==> config.mk <==
export PLATFORM = sky130hd
export DESIGN_NAME = booth_dispatch
export DESIGN_NICKNAME = d
export VERILOG_FILES = /design/src/rtl/booth_pkg.sv /design/src/rtl/booth_op_fifo.sv /design/src/rtl/booth_dispatch.sv
export SDC_FILE = /design/constraint.sdc
export NUM_CORES = 1
export LEC_CHECK = 0
export CAP_MARGIN = 10
export CELL_PAD_IN_SITES_DETAIL_PLACEMENT = 1
export CELL_PAD_IN_SITES_GLOBAL_PLACEMENT = 2
export CORE_ASPECT_RATIO = 0.7
export CORE_UTILIZATION = 37
export DETAILED_ROUTE_END_ITERATION = 10
export PLACE_DENSITY_LB_ADDON = 0.1
export SLEW_MARGIN = 20
export SYNTH_ARGS = -nofsm -noshare
export SYNTH_HDL_FRONTEND = slang
export SYNTH_SLANG_ARGS = --single-unit
export TNS_END_PERCENT = 50
==> constraint.sdc <==
create_clock -name clock -period 2.6 [get_ports clock]
set_clock_uncertainty 0.05 [all_clocks]
set_input_delay 0.65 -clock clock [delete_from_list [all_inputs] [get_ports clock]]
set_output_delay 0.65 -clock clock [all_outputs]
set_load 0.02 [all_outputs]
==> src/rtl/booth_pkg.sv <==
// rtl/booth_pkg.sv - shared types and constants for the Booth multiplier dispatcher
// FSM state encodings, default sizing and the queued operand entry layout.
package booth_pkg;

  typedef enum logic [1:0] {
    IDLE  = 2'b00,
    ISSUE = 2'b01,
    WAIT  = 2'b10,
    COOL  = 2'b11
  } state_e;

  localparam int DEFAULT_DEPTH   = 4;
  localparam int DEFAULT_TIMEOUT = 64;

  localparam int OP_W    = 8;
  localparam int RES_W   = 16;
  localparam int TAG_W   = 2;
  localparam int ENTRY_W = TAG_W + 2 * OP_W;

  typedef struct packed {
    logic [TAG_W-1:0] tag;
    logic [OP_W-1:0]  a;
    logic [OP_W-1:0]  b;
  } entry_t;

endpackage

==> src/rtl/booth_op_fifo.sv <==
// rtl/booth_op_fifo.sv - operand FIFO holding {tag, a, b} entries
// Power-of-two depth so pointers wrap naturally; head is read combinationally.
module booth_op_fifo #(
  parameter int DEPTH = 4,
  parameter int WIDTH = 18
) (
  input  logic             clock,
  input  logic             reset,
  input  logic             push,
  input  logic             pop,
  input  logic [WIDTH-1:0] wdata,
  output logic [WIDTH-1:0] rdata,
  output logic             full,
  output logic             empty
);

  localparam int AW = (DEPTH > 1) ? $clog2(DEPTH) : 1;
  localparam logic [AW:0] DEPTH_C = (AW + 1)'(DEPTH);

  logic [WIDTH-1:0] mem_q [DEPTH];
  logic [AW-1:0]    wr_ptr_q;
  logic [AW-1:0]    rd_ptr_q;
  logic [AW:0]      count_q;
  logic             do_push;
  logic             do_pop;

  assign full    = (count_q == DEPTH_C);
  assign empty   = (count_q == '0);
  assign do_push = push && !full;
  assign do_pop  = pop && !empty;
  assign rdata   = mem_q[rd_ptr_q];

  always_ff @(posedge clock) begin
    if (do_push) begin
      mem_q[wr_ptr_q] <= wdata;
    end
  end

  always_ff @(posedge clock) begin
    if (reset) begin
      wr_ptr_q <= '0;
      rd_ptr_q <= '0;
      count_q  <= '0;
    end else begin
      if (do_push) begin
        wr_ptr_q <= wr_ptr_q + AW'(1);
      end
      if (do_pop) begin
        rd_ptr_q <= rd_ptr_q + AW'(1);
      end
      // Simultaneous push and pop leaves the occupancy unchanged.
      case ({do_push, do_pop})
        2'b10:   count_q <= count_q + (AW + 1)'(1);
        2'b01:   count_q <= count_q - (AW + 1)'(1);
        default: count_q <= count_q;
      endcase
    end
  end

endmodule

==> src/rtl/booth_dispatch.sv <==
// rtl/booth_dispatch.sv - queues signed operand pairs and sequences them through a Booth multiplier
// One job at a time: IDLE -> ISSUE -> WAIT -> COOL, with a WAIT-cycle timeout that discards the job.
module booth_dispatch
  import booth_pkg::*;
#(
  parameter int DEPTH   = DEFAULT_DEPTH,
  parameter int TIMEOUT = DEFAULT_TIMEOUT
) (
  input  logic              clock,
  input  logic              reset,
  input  logic              in_valid,
  output logic              in_ready,
  input  logic [OP_W-1:0]   in_a,
  input  logic [OP_W-1:0]   in_b,
  output logic              mul_start,
  output logic [OP_W-1:0]   mul_a,
  output logic [OP_W-1:0]   mul_b,
  input  logic              mul_done,
  input  logic [RES_W-1:0]  mul_result,
  output logic              res_valid,
  output logic [RES_W-1:0]  res_data,
  output logic [TAG_W-1:0]  res_tag,
  output logic              err
);

  localparam int TO_W = (TIMEOUT > 1) ? $clog2(TIMEOUT + 1) : 1;
  localparam logic [TO_W-1:0] TO_LAST = TO_W'(TIMEOUT - 1);

  state_e            state_q;
  logic [TO_W-1:0]   wait_cnt_q;
  logic [TAG_W-1:0]  tag_q;
  logic [TAG_W-1:0]  tag_d;
  logic              mul_start_q;
  logic [OP_W-1:0]   mul_a_q;
  logic [OP_W-1:0]   mul_b_q;
  logic              res_valid_q;
  logic [RES_W-1:0]  res_data_q;
  logic [TAG_W-1:0]  res_tag_q;
  logic              err_q;

  logic              fifo_full;
  logic              fifo_empty;
  logic              push;
  logic              pop;
  entry_t            wr_entry;
  entry_t            head;

  assign in_ready = !fifo_full;
  assign push     = in_valid && !fifo_full;
  assign wr_entry = '{tag: tag_q, a: in_a, b: in_b};

  // The head leaves the queue only once its job finishes or is abandoned.
  assign pop = (state_q == WAIT) && (mul_done || (wait_cnt_q == TO_LAST));

  booth_op_fifo #(
    .DEPTH (DEPTH),
    .WIDTH (ENTRY_W)
  ) u_fifo (
    .clock (clock),
    .reset (reset),
    .push  (push),
    .pop   (pop),
    .wdata (wr_entry),
    .rdata (head),
    .full  (fifo_full),
    .empty (fifo_empty)
  );

  assign tag_d = push ? tag_q + TAG_W'(1) : tag_q;

  always_ff @(posedge clock) begin
    if (reset) begin
      tag_q <= '0;
    end else begin
      tag_q <= tag_d;
    end
  end

  always_ff @(posedge clock) begin
    if (reset) begin
      state_q     <= IDLE;
      wait_cnt_q  <= '0;
      mul_start_q <= 1'b0;
      mul_a_q     <= '0;
      mul_b_q     <= '0;
      res_valid_q <= 1'b0;
      res_data_q  <= '0;
      res_tag_q   <= '0;
      err_q       <= 1'b0;
    end else begin
      res_valid_q <= 1'b0;
      err_q       <= 1'b0;
      case (state_q)
        IDLE: begin
          if (!fifo_empty) begin
            state_q <= ISSUE;
          end
        end
        ISSUE: begin
          mul_a_q     <= head.a;
          mul_b_q     <= head.b;
          mul_start_q <= 1'b1;
          wait_cnt_q  <= '0;
          state_q     <= WAIT;
        end
        WAIT: begin
          if (mul_done) begin
            res_data_q  <= mul_result;
            res_tag_q   <= head.tag;
            res_valid_q <= 1'b1;
            mul_start_q <= 1'b0;
            state_q     <= COOL;
          end else if (wait_cnt_q == TO_LAST) begin
            err_q       <= 1'b1;
            mul_start_q <= 1'b0;
            state_q     <= COOL;
          end else begin
            wait_cnt_q <= wait_cnt_q + TO_W'(1);
          end
        end
        COOL: begin
          state_q <= IDLE;
        end
        default: begin
          state_q <= IDLE;
        end
      endcase
    end
  end

  assign mul_start = mul_start_q;
  assign mul_a     = mul_a_q;
  assign mul_b     = mul_b_q;
  assign res_valid = res_valid_q;
  assign res_data  = res_data_q;
  assign res_tag   = res_tag_q;
  assign err       = err_q;

endmodule

==> impl_metrics.toml <==
[power]
power.internal_mw = 4.08
p_clk_frac = 0.381
switching_share = 0.285
power_mw = 5.70
leakage_nw = 2.26
power_frac_comb = 0.193
p_seq_frac = 0.426
power_switching_mw = 1.62
max-vdd-ir-drop_uv = 533
p_per_area_nw_per_um2 = 876

[synthesis]
syn-cell-area_um2 = 4930
synth_warnings = 0
ys_seq_area_frac = 0.669
ys_ff_latch = 129
synth_cells = 357
synth.most_common_cell = "edfxtp_1"
synth_edf_count = 72
synth_area_leader_cell = "edfxtp_1"
synth_ff_type = "edfxtp_1"
yosys-top-cells-count = "edfxtp_1, dfxtp_1, nand2_1"
syn_area_per_cell_um2 = 13.8
synth.top_cell.area_share = 0.438
syn-num-nets = 404
ys_types = 43
async_flop_share = 0
ys_top_cells_by_area = "edfxtp_1, dfxtp_1, mux4_2, mux2i_1, nand2_1"

[route]
drc = 0
drt_iter0_markers = 86
drt_first_pass_iters = 4
dr_total_vias = 3079
detail-route-antenna-nets = 0
wl_mm = 11.0
wl_per_cell_um = 17.6
vias_per_cell = 4.91

[setup_path]
startpoint_type = "register"
crit_fanout = 5
critPathCaptureType = "register"
timing.rr.start = "wait_cnt_q[0]"
timing.reg2reg.worst_path_depth = 10
worst_ep_arrival_time_ns = 2.74
r2r_end = "u_fifo.count_q[2]"
required_ns = 2.90
crit_type = "register to register"
rrSetupSlack_ns = 0.15

[floorplan]
io_pins = 74
dieWidth_um = 140
die_y_um = 98.6
dieArea_um2 = 13800
core.rowCount = 34
core_um2 = 12700
start_util = 0.388

[placed_design]
preCtsSetupSlack_ns = -0.342
port_buffers = 73
hpwl_mm = 7.21
gp_congestion = 0.710
dpl_cell_area_um2 = 5960

[timing]
finalHoldViolations = 0
min_period_ns = 2.45
slew-limit-headroom = 0.602
setup_tns_ns = 0
final_max_slew_viol_count = 0
worst_pin_slew_ns = 0.596
rsz0062_at_grt = "false"
layout_setup_ws_ns = 0.154
fin_crit_sh = 0.941
timing.fmax_ghz = 0.409
setup_viol = 0

[clock_tree]
cts-root-buf = "clkbuf_16"
clkLatencyLatePin_ns = 0.41
cts_tree = "yes"
clock-sinks = 129
cts_made_buffers = 17
h-tree-depth = 4
clk_path_buf_depth = 2
clk_pin_slew_ns = 0.07

[grt]
grt_pass1_vias = 3373
antenna_found_initial = 0
use_met2 = 0.267
grt_max_degree = 30
grtUsageMet3 = 0.0743
grt_busiest_layer = "met2"
grt_pass1_wl_mm = 18.1
grtUsageTotal = 0.178
grt.overflow.total = 0
grt_use_met1 = 0.232

[layout]
fillCellCount = 1288
syn_to_final_growth_pct = 31.8
drive_gt1_frac = 0.170
diodes = 0
nets = 499
fin_area_um2 = 6500
multi_input_area_um2 = 1510
regArea_um2 = 3310

[min_path]
hold_end = "res_data[4]"
whs_path_depth = 2
hp-start = "res_data[4]"
min-delay-path-class = "register to register"

[flow_run]
cap_violations = 0

[run_status]
status = "finished clean"
routing by layer:
layer	up-vias	share of wire	wire length, µm
met5	-	0	0
met4	0	0.0079	87
met3	10	0.057	630
met2	61	0.44	4870
met1	1523	0.49	5430
li1	1485	-	-
worst max-delay path by stage:
stage,startpoint,end,slack [ns]
after floorplan,u_fifo.count_q[0],u_fifo.count_q[2],0.15
after global placement,mul_done,u_fifo.count_q[2],-0.25
after detailed placement,mul_done,u_fifo.count_q[2],-0.34
after CTS,wait_cnt_q[0],u_fifo.count_q[2],0.04
after global routing,wait_cnt_q[0],u_fifo.count_q[2],0.002
final,wait_cnt_q[0],u_fifo.count_q[2],0.15
placed cells by master, fill, tap and decap left out, drive strengths merged, types with 3 or more instances in the layout:
master,Yosys,layout
a21oi,31,31
and3,5,5
buf,10,22
clkbuf,8,18
clkdlybuf4s50,0,71
clkinv,0,6
clkinvlp,0,3
dfxtp,57,57
edfxtp,72,72
ha,10,10
inv,10,15
mux2i,17,17
mux4,18,18
nand2,43,43
nand2b,4,4
nand3,5,5
nor2,31,31
nor3,5,5
o21ai,5,5
xor2,4,4
power by group through the flow:
stage / Combinational (mW) / Clock [mW] / Sequential [mW]
after global placement: 1.09 / 0 / 2.46
final: 1.10 / 2.17 / 2.43
after detailed placement: 1.11 / 0 / 2.47
after floorplan: 0.541 / 0 / 2.56
after CTS: 1.12 / 2.23 / 2.43
after global routing: 1.21 / 2.31 / 2.45
area by class of cell:
cell class / count / area share
Clock inverter: 14 / 0.0167
Multi-Input combinational cell: 200 / 0.233
Sequential cell: 129 / 0.508
Inverter: 10 / 0.00577
Clock buffer: 18 / 0.0660
Tap cell: 162 / 0.0312
Timing Repair Buffer: 94 / 0.139
kinds of logic (layout without fill, tap and decap cells):
| family | after synthesis | in the layout | share of synthesized area |
|---|---|---|---|
| fa+ha+maj | 11 | 11 | 0.0294 |
| flops | 129 | 129 | 0.669 |
| xor+xnor | 5 | 5 | 0.00887 |
| compound gates | 44 | 44 | 0.0512 |
| simple gates | 103 | 103 | 0.0943 |
| mux | 37 | 37 | 0.121 |
| buf+inv | 28 | 136 | 0.0256 |
flip-flops by register name, summed over array words and instances (netlist names), named ones only:
signal and flops:
u_fifo.mem_q 72, res_data 16, mul_a 8, mul_b 8
wait_cnt_q 7, u_fifo.count_q 3, res_tag 2, state_q 2
tag_q 2, u_fifo.rd_ptr_q 2, u_fifo.wr_ptr_q 2, err 1
mul_start 1, res_valid 1
timing repair:
action | CTS | global route
pin swaps | 0 | 0
resized for setup | 2 | 3
hold buffers | 0 | 0
setup buffers | 0 | 0
endpoints found under the setup margin | 2 | 1
worst max-delay path: stages (launching register included):
cell and delay (ns):
dfxtp_2 0.37, ha_1 0.20, and3_2 0.24, a21oi_4 0.08, nor3_4 0.21, ha_1 0.20
inv_1 0.06, fa_1 0.37, xor2_1 0.15, or3_1 0.31, a21oi_1 0.14
through the flow:
| step | cells | util | hold slack, ns |
|---|---|---|---|
| global placement | 595 | 0.468 | 0.391 |
| global route | 627 | 0.511 | 0.433 |
| CTS | 627 | 0.511 | 0.406 |
| finish | 627 | 0.511 | 0.405 |
| detailed placement | 595 | 0.468 | 0.398 |
| floorplan | 357 | - | 0.370 |
Note: power is estimated with default switching activity, not from simulation.
